==> config.mk <==
export PLATFORM = sky130hd
export DESIGN_NAME = inst_sram_axi_bridge
export DESIGN_NICKNAME = d
export VERILOG_FILES = /design/src/rtl/axi_defs.sv /design/src/rtl/outst_tracker.sv /design/src/rtl/inst_sram_axi_bridge.sv
export SDC_FILE = /design/constraint.sdc
export NUM_CORES = 1
export LEC_CHECK = 0
export CORE_MARGIN = 10
export CORE_UTILIZATION = 33
export CTS_CLUSTER_DIAMETER = 40
export DETAILED_ROUTE_END_ITERATION = 8
export GPL_ROUTABILITY_DRIVEN = 0
export PLACE_DENSITY = 0.82
export RECOVER_POWER = 100
export SYNTH_ARGS = -nofsm -noshare
export SYNTH_HDL_FRONTEND = slang
export SYNTH_SLANG_ARGS = --single-unit
==> constraint.sdc <==
create_clock -name clk -period 2 [get_ports clk]
set_clock_uncertainty 0.1 [all_clocks]
set_input_delay 0.3 -clock clk [delete_from_list [all_inputs] [get_ports clk]]
set_output_delay 0.3 -clock clk [all_outputs]
set_load 0.05 [all_outputs]
==> src/rtl/axi_defs.sv <==
// AXI4 encodings shared by the instruction- and data-side SRAM-to-AXI bridges.
package axi_defs;

  typedef enum logic [1:0] {
    AXI_RESP_OKAY_E   = 2'b00,
    AXI_RESP_EXOKAY_E = 2'b01,
    AXI_RESP_SLVERR_E = 2'b10,
    AXI_RESP_DECERR_E = 2'b11
  } axi_resp_e;

  localparam logic [7:0] AXI_LEN_SINGLE    = 8'd0;
  localparam logic [2:0] AXI_SIZE_4B       = 3'b010;
  localparam logic [1:0] AXI_BURST_INCR    = 2'b01;
  localparam logic [1:0] AXI_RESP_OKAY     = 2'b00;
  localparam logic [1:0] AXI_LOCK_NORMAL   = 2'b00;
  localparam logic [3:0] AXI_CACHE_DEFAULT = 4'b0000;
  localparam logic [2:0] AXI_PROT_DEFAULT  = 3'b000;

  // Anything but OKAY (EXOKAY included) is reported as an error to the core.
  function automatic logic resp_is_err(input logic [1:0] resp);
    return resp != AXI_RESP_OKAY;
  endfunction

endpackage

==> src/rtl/outst_tracker.sv <==
// Counts accepted-but-unreturned reads and how many returning beats belong to
// cancelled requests and must be swallowed.
module outst_tracker #(
  parameter int CNT_W = 3
) (
  input  logic             clk,
  input  logic             rst,
  input  logic             inc,
  input  logic             dec,
  input  logic             cancel,
  output logic [CNT_W-1:0] outst_cnt,
  output logic [CNT_W-1:0] drop_cnt
);

  localparam logic [CNT_W-1:0] ONE  = CNT_W'(1);
  localparam logic [CNT_W-1:0] ZERO = '0;

  logic dec_ok;

  assign dec_ok = dec & (outst_cnt != ZERO);

  always_ff @(posedge clk) begin
    if (rst) begin
      outst_cnt <= ZERO;
      drop_cnt  <= ZERO;
    end else begin
      case ({inc, dec_ok})
        2'b10:   outst_cnt <= outst_cnt + ONE;
        2'b01:   outst_cnt <= outst_cnt - ONE;
        default: outst_cnt <= outst_cnt;
      endcase
      // A beat arriving with the cancel is already gone, so it is not counted again.
      if (cancel)
        drop_cnt <= dec_ok ? outst_cnt - ONE : outst_cnt;
      else if (dec_ok && drop_cnt != ZERO)
        drop_cnt <= drop_cnt - ONE;
    end
  end

endmodule

==> src/rtl/inst_sram_axi_bridge.sv <==
// Instruction fetch bridge: SRAM-like req/addr_ok/data_ok to single-beat AXI4 reads,
// with in-order outstanding reads and cancel-on-flush.
module inst_sram_axi_bridge
  import axi_defs::*;
#(
  parameter int         MAX_OUTST = 2,
  parameter logic [3:0] AXI_ID    = 4'd0
) (
  input  logic        clk,
  input  logic        rst,
  input  logic        inst_sram_req,
  input  logic [31:0] inst_sram_addr,
  input  logic        inst_sram_cancel,
  output logic        inst_sram_addr_ok,
  output logic        inst_sram_data_ok,
  output logic [31:0] inst_sram_rdata,
  output logic        inst_sram_err,
  output logic [3:0]  arid,
  output logic [31:0] araddr,
  output logic [7:0]  arlen,
  output logic [2:0]  arsize,
  output logic [1:0]  arburst,
  output logic [1:0]  arlock,
  output logic [3:0]  arcache,
  output logic [2:0]  arprot,
  output logic        arvalid,
  input  logic        arready,
  input  logic [3:0]  rid,
  input  logic [31:0] rdata,
  input  logic [1:0]  rresp,
  input  logic        rlast,
  input  logic        rvalid,
  output logic        rready
);

  localparam int CNT_W = 3;
  localparam logic [CNT_W-1:0] MAX_C = CNT_W'(MAX_OUTST);

  logic             ar_pend;
  logic             ar_free;
  logic [CNT_W-1:0] outst_cnt;
  logic [CNT_W-1:0] drop_cnt;
  logic             unused_r;

  // Single beats with a constant ID: rid and rlast carry no information here.
  assign unused_r = ^{rid, rlast};

  assign ar_free           = ~ar_pend | arready;
  assign inst_sram_addr_ok = ~rst & inst_sram_req & ~inst_sram_cancel & ar_free &
                             (outst_cnt < MAX_C);

  // AR register: decoupled from req so the AXI side stays stable after addr_ok.
  always_ff @(posedge clk) begin
    if (rst) begin
      ar_pend <= 1'b0;
      araddr  <= '0;
    end else if (inst_sram_addr_ok) begin
      ar_pend <= 1'b1;
      araddr  <= inst_sram_addr;
    end else if (arready) begin
      ar_pend <= 1'b0;
    end
  end

  outst_tracker #(
    .CNT_W(CNT_W)
  ) u_outst_tracker (
    .clk      (clk),
    .rst      (rst),
    .inc      (inst_sram_addr_ok),
    .dec      (rvalid),
    .cancel   (inst_sram_cancel),
    .outst_cnt(outst_cnt),
    .drop_cnt (drop_cnt)
  );

  assign arvalid = ar_pend;
  assign arid    = AXI_ID;
  assign arlen   = AXI_LEN_SINGLE;
  assign arsize  = AXI_SIZE_4B;
  assign arburst = AXI_BURST_INCR;
  assign arlock  = AXI_LOCK_NORMAL;
  assign arcache = AXI_CACHE_DEFAULT;
  assign arprot  = AXI_PROT_DEFAULT;
  assign rready  = ~rst;

  // Beats owed to cancelled fetches, and any beat in the cancel cycle, never reach IF.
  assign inst_sram_data_ok = ~rst & rvalid & ~inst_sram_cancel & (drop_cnt == '0);
  assign inst_sram_rdata   = rdata;
  assign inst_sram_err     = inst_sram_data_ok & resp_is_err(rresp);

endmodule

[After elaboration in Yosys (flattened, before gate mapping)]
Cells that the tools add are included.
Word-level totals
  flip-flop bits (word level): 39
  input port bits: 77
  output and inout port bits: 95
  logic and storage cells: 37
Cells by class
  add/subtract/negate cells: 3
  order comparisons: 1
  equality and inequality tests: 2
  muxes and demuxes: 6
  bitwise logic cells: 13
  reductions and logical operators: 8
Operator list (count)
  $and A1 B1 Y1: 9
  $mux W3: 3
  $reduce_bool A2 Y1: 4
  $pmux W3 S2: 1
  $reduce_bool A3 Y1: 2
  $sub A3 B1 Y3 const B: 2
  $add A3 B1 Y3 const B: 1
  $logic_not A3 Y1: 1
  $lt A3 B2 Y1 const B: 1
  $not A1 Y1: 3
  $eq A2 B1 Y1 const B: 1
  $eq A2 B2 Y1 const B: 1
  $mux W1: 2
  $logic_and A1 B1 Y1: 1
  $or A1 B1 Y1: 1

[Logic depth before layout (Yosys ltp)]
Gate-level depths: netlist of run 1.
  depth after elaboration: 7
  depth in mapped cells: 9
  gate-level depth less buffers: 9

[By module]
From an unflattened synthesis of run 1, not the netlist that was laid out.
Unflattened totals
  cells, all modules: 262
  area total of the unflattened synthesis: 2257.2 sq um
By module, submodules not included
  inst_sram_axi_bridge: times used 1, cells each 216, area an instance 1838.0 sq um, sequential area each 660.6 sq um
  outst_tracker: times used 1, cells each 46, area an instance 419.2 sq um, sequential area each 120.1 sq um

[Worst setup path before layout of run 1]
OpenSTA, ideal clock, no wires.
  path type: reg-to-output
  from: register u_outst_tracker.drop_cnt[0]
  to: output inst_sram_err
  arrival time: 1.751 ns
  data required time: 1.600 ns
  path slack: -0.151 ns
  cell stages (with the launch flop): 6
  path buffers: 0
  path through: dfxtp_1 inv_1 ha_1 nor2b_1 and3_1 o21a_1
On the way
  cells in the longest elaborated chain, start to end: 3
RTL lines
  start, declared: line outst_tracker.sv:12  | output logic [CNT_W-1:0] drop_cnt
  start signal, assigned: line outst_tracker.sv:34  | drop_cnt <= dec_ok ? outst_cnt - ONE : outst_cnt;
  start signal, assigned: line outst_tracker.sv:36  | drop_cnt <= drop_cnt - ONE;
  $logic_not A3 Y1: line inst_sram_axi_bridge.sv:88  | assign inst_sram_data_ok = ~rst & rvalid & ~inst_sram_cancel & (drop_cnt == '0);
  $and A1 B1 Y1: line inst_sram_axi_bridge.sv:88
  named net inst_sram_data_ok: line inst_sram_axi_bridge.sv:15  | output logic inst_sram_data_ok,
  $and A1 B1 Y1: line inst_sram_axi_bridge.sv:90  | assign inst_sram_err = inst_sram_data_ok & resp_is_err(rresp);
  end, declared: line inst_sram_axi_bridge.sv:17  | output logic inst_sram_err,
The timed path passes the listed nets, and every way through them passes these cells.

[Worst setup path in the final report of run 1]
  from: input inst_sram_cancel
  to: output inst_sram_addr_ok
On the way
  cells in the longest elaborated chain, start to end: 4
RTL lines
  start, declared: line inst_sram_axi_bridge.sv:13  | input logic inst_sram_cancel,
  $not A1 Y1: line inst_sram_axi_bridge.sv:49  | assign inst_sram_addr_ok = ~rst & inst_sram_req & ~inst_sram_cancel & ar_free &
  $and A1 B1 Y1 (3 in series): line inst_sram_axi_bridge.sv:49
  end, declared: line inst_sram_axi_bridge.sv:14  | output logic inst_sram_addr_ok,
No other way between the ends.

==> out/qor.yml, run 1 <==
outcome:
  outcome: "finished clean"
global_routing:
  grt_util_met2: 0.170
  grt_use_met1: 0.0955
  grt.total_usage: 0.0984
  antenna_found_initial: 0
  first_global_vias: 1661
  gr-usage-met3: 0.0616
  grt_pass1_wl_um: 8190
  grt_max_degree: 39
  overflow: 0
  top_usage_layer: "met2"
timing:
  period_share: 0.957
  rsz0062_at_grt: "false"
  slew_violations: 0
  setup_violations: 0
  tightestPinTransition_ps: 533
  layout_setup_ws_ps: 85.2
  slew_headroom: 0.643
  hold_viol: 0
  period_minus_slack_ps: 1910
  max_freq_mhz: 522
detailed_routing:
  avgViaCountPerCell: 4.28
  drt_iter0_markers: 13
  routed_wl_um: 5190
  drt-pass1-iter-count: 4
  drc_errors: 0
  vias: 1647
  ant_nets: 0
  wl_per_cell_um: 13.5
clock_tree:
  clock_sinks: 39
  cts-root-buf: "clkbuf_8"
  cts_inserted_buffers: 5
  ctsHoldBuffers: 0
  cts_buffer_depth: 2
  h-tree-depth: 2
  cts_tree: "yes"
  path_clk_slew_ps: 70
  clkLatencyLatePin_ps: 280
  cts_setup_buffers: 0
finish:
  final_common_cell: "nand2_1"
  fin_nets: 392
  final_cell_mix: "nand2_1 (67), clkdlybuf4s50_1 (40), dfxtp_1 (37), a21oi_1 (34), dlygate4sd3_1 (32)"
  antennaDiodeCount: 0
  drive_gt1_frac: 0.106
  multi_input_area_um2: 851
  num-fill-cells: 620
  syn2layout_area_growth_pct: 31.4
  seqCellArea_um2: 783
critical_path:
  worstPathArrival_ps: 1510
  endpoint_kind: "output port"
  crit_path_start_kind: "input port"
  cp_data_required_time_ps: 1600
  cp_max_fo: 18
  worstSetupPathType: "in -> out"
yosys:
  ys_ff_latch: 39
  ys.flop_type: "dfxtp_1"
  ys_seq_area_frac: 0.377
  ys_types: 32
  synth_area_um2: 2070
  synth.largest_area_cell: "dfxtp_1"
  syn_inst: 259
  synth_area_leaders: "dfxtp_1 (38%), buf_4 (21%), nand2_1 (12%)"
  async_reset_ff_frac: 0
  syn_avg_cell_area_um2: 8.00
  synth.yosys.warnings: 0
  synth-edff-count: 0
  synth_top_area_frac: 0.377
floorplanning:
  core.rowCount: 28
  core_um2: 6030
  initial_utilization: 0.344
  fp.dieW_um: 99.3
  num_io_pins: 172
  die_area_um2: 9850
  die_y_um: 99.3
placed_design:
  port_buffers: 76
  pre_cts_slack_ps: -121
  hpwl_um: 4110
power:
  power_density_nw_per_um2: 910
  finalPower_w: 0.00248
  p_sw_frac: 0.388
  pwr-share-comb: 0.426
  peakVddDrop_uv: 448
  power_frac_seq: 0.368
  switching_power_w: 0.000961
  pwr-share-clk: 0.206
  intPower_w: 0.00152
  power_leakage_nw: 1.17
hold_path:
  min_path_type: "reg -> reg"
flow_run:
  drv_cap: 0
-- layout make-up --
cell class | instances | share of cell area
timing repair buffer | 87 | 0.322
multi-input combinational | 166 | 0.312
sequential | 39 | 0.287
tap | 75 | 0.0344
clock buffer | 7 | 0.0280
inverter | 10 | 0.0142
clock inverter | 1 | 0.00184
-- power by group through the flow --
stage	clock network (W)	registers (W)	logic (W)
detailed placement	0	0.000926	0.00108
floorplan	0	0.00108	0.000792
finish	0.000509	0.000912	0.00106
global route	0.000574	0.000928	0.00115
CTS	0.000538	0.000909	0.00109
global placement	0	0.000922	0.00105
-- cell usage after synthesis (all sizes together), types with 2 or more instances --
library cell,instances
nand3,2
buf,66
clkbuf,2
inv,9
nand2b,2
dfxtp,39
and3,2
o21ai,2
mux2i,3
a211oi,2
nor2b,2
xor2,2
nand2,67
conb,2
a21oi,34
nor2,7
ha,6
-- cells by family (layout without fill, tap and decap cells) --
family	count (synthesis)	count (layout)	share of synthesized area
and+or+nand+nor	86	86	0.183
buffers and inverters	78	105	0.260
AOI/OAI and AO/OA	41	41	0.107
DFF	39	39	0.377
adders and majority gates	6	6	0.0362
muxes	4	4	0.0199
xor gates and xnor gates	3	3	0.0127
other	2	26	0.00362
-- sequential cells by signal, summed over array words and instances, names as in the netlist --
name                       cells
arvalid                        1
u_outst_tracker.outst_cnt      3
araddr                        32
u_outst_tracker.drop_cnt       3
-- layer usage --
layer / up-vias / routed length (µm)
met1: 733 / 1910
met3: 10 / 681
met5: - / 0
met4: 0 / 65
li1: 839 / -
met2: 65 / 2530
-- critical path, cell delays in order --
cell             delay, ps
clkdlybuf4s50_1        460
nor2_4                 200
nand4_4                120
buf_6                  180
clkinv_2                90
buf_6                  160
-- timing repair --
action,in CTS,in global routing
gates resized for setup,1,10
setup endpoints to repair,2,5
pin swaps,0,1
-- per-stage QoR --
stage	util	hold slack [ps]	area (µm²)	cells	TNS, ps
global placement	0.439	341	2640	377	-58.8
global route	0.452	376	2730	385	0
detailed placement	0.439	348	2640	377	-323
floorplan	-	336	2170	283	-45.3
CTS	0.452	359	2730	385	0
finish	0.452	350	2730	385	0
-- worst paths after layout --
| path | slack, ps | endpoint | startpoint | cells past startpoint |
|---|---|---|---|---|
| worst max-delay path | 90 | inst_sram_addr_ok | inst_sram_cancel | 6 |
| worst min-delay path | 350 | araddr[26] | araddr[26] | 2 |
| worst min register to register | 350 | araddr[26] | araddr[26] | 2 |
| worst max register to register | 170 | u_outst_tracker.outst_cnt[2] | u_outst_tracker.outst_cnt[1] | 9 |
Note: power is estimated with default switching activity, not from simulation.
==> run 2: changes to the inputs <==
- TNS_END_PERCENT: not set -> 30
==> results of run 2 <==
No change in the layout: final DEF, timing and power equal those of run 1.
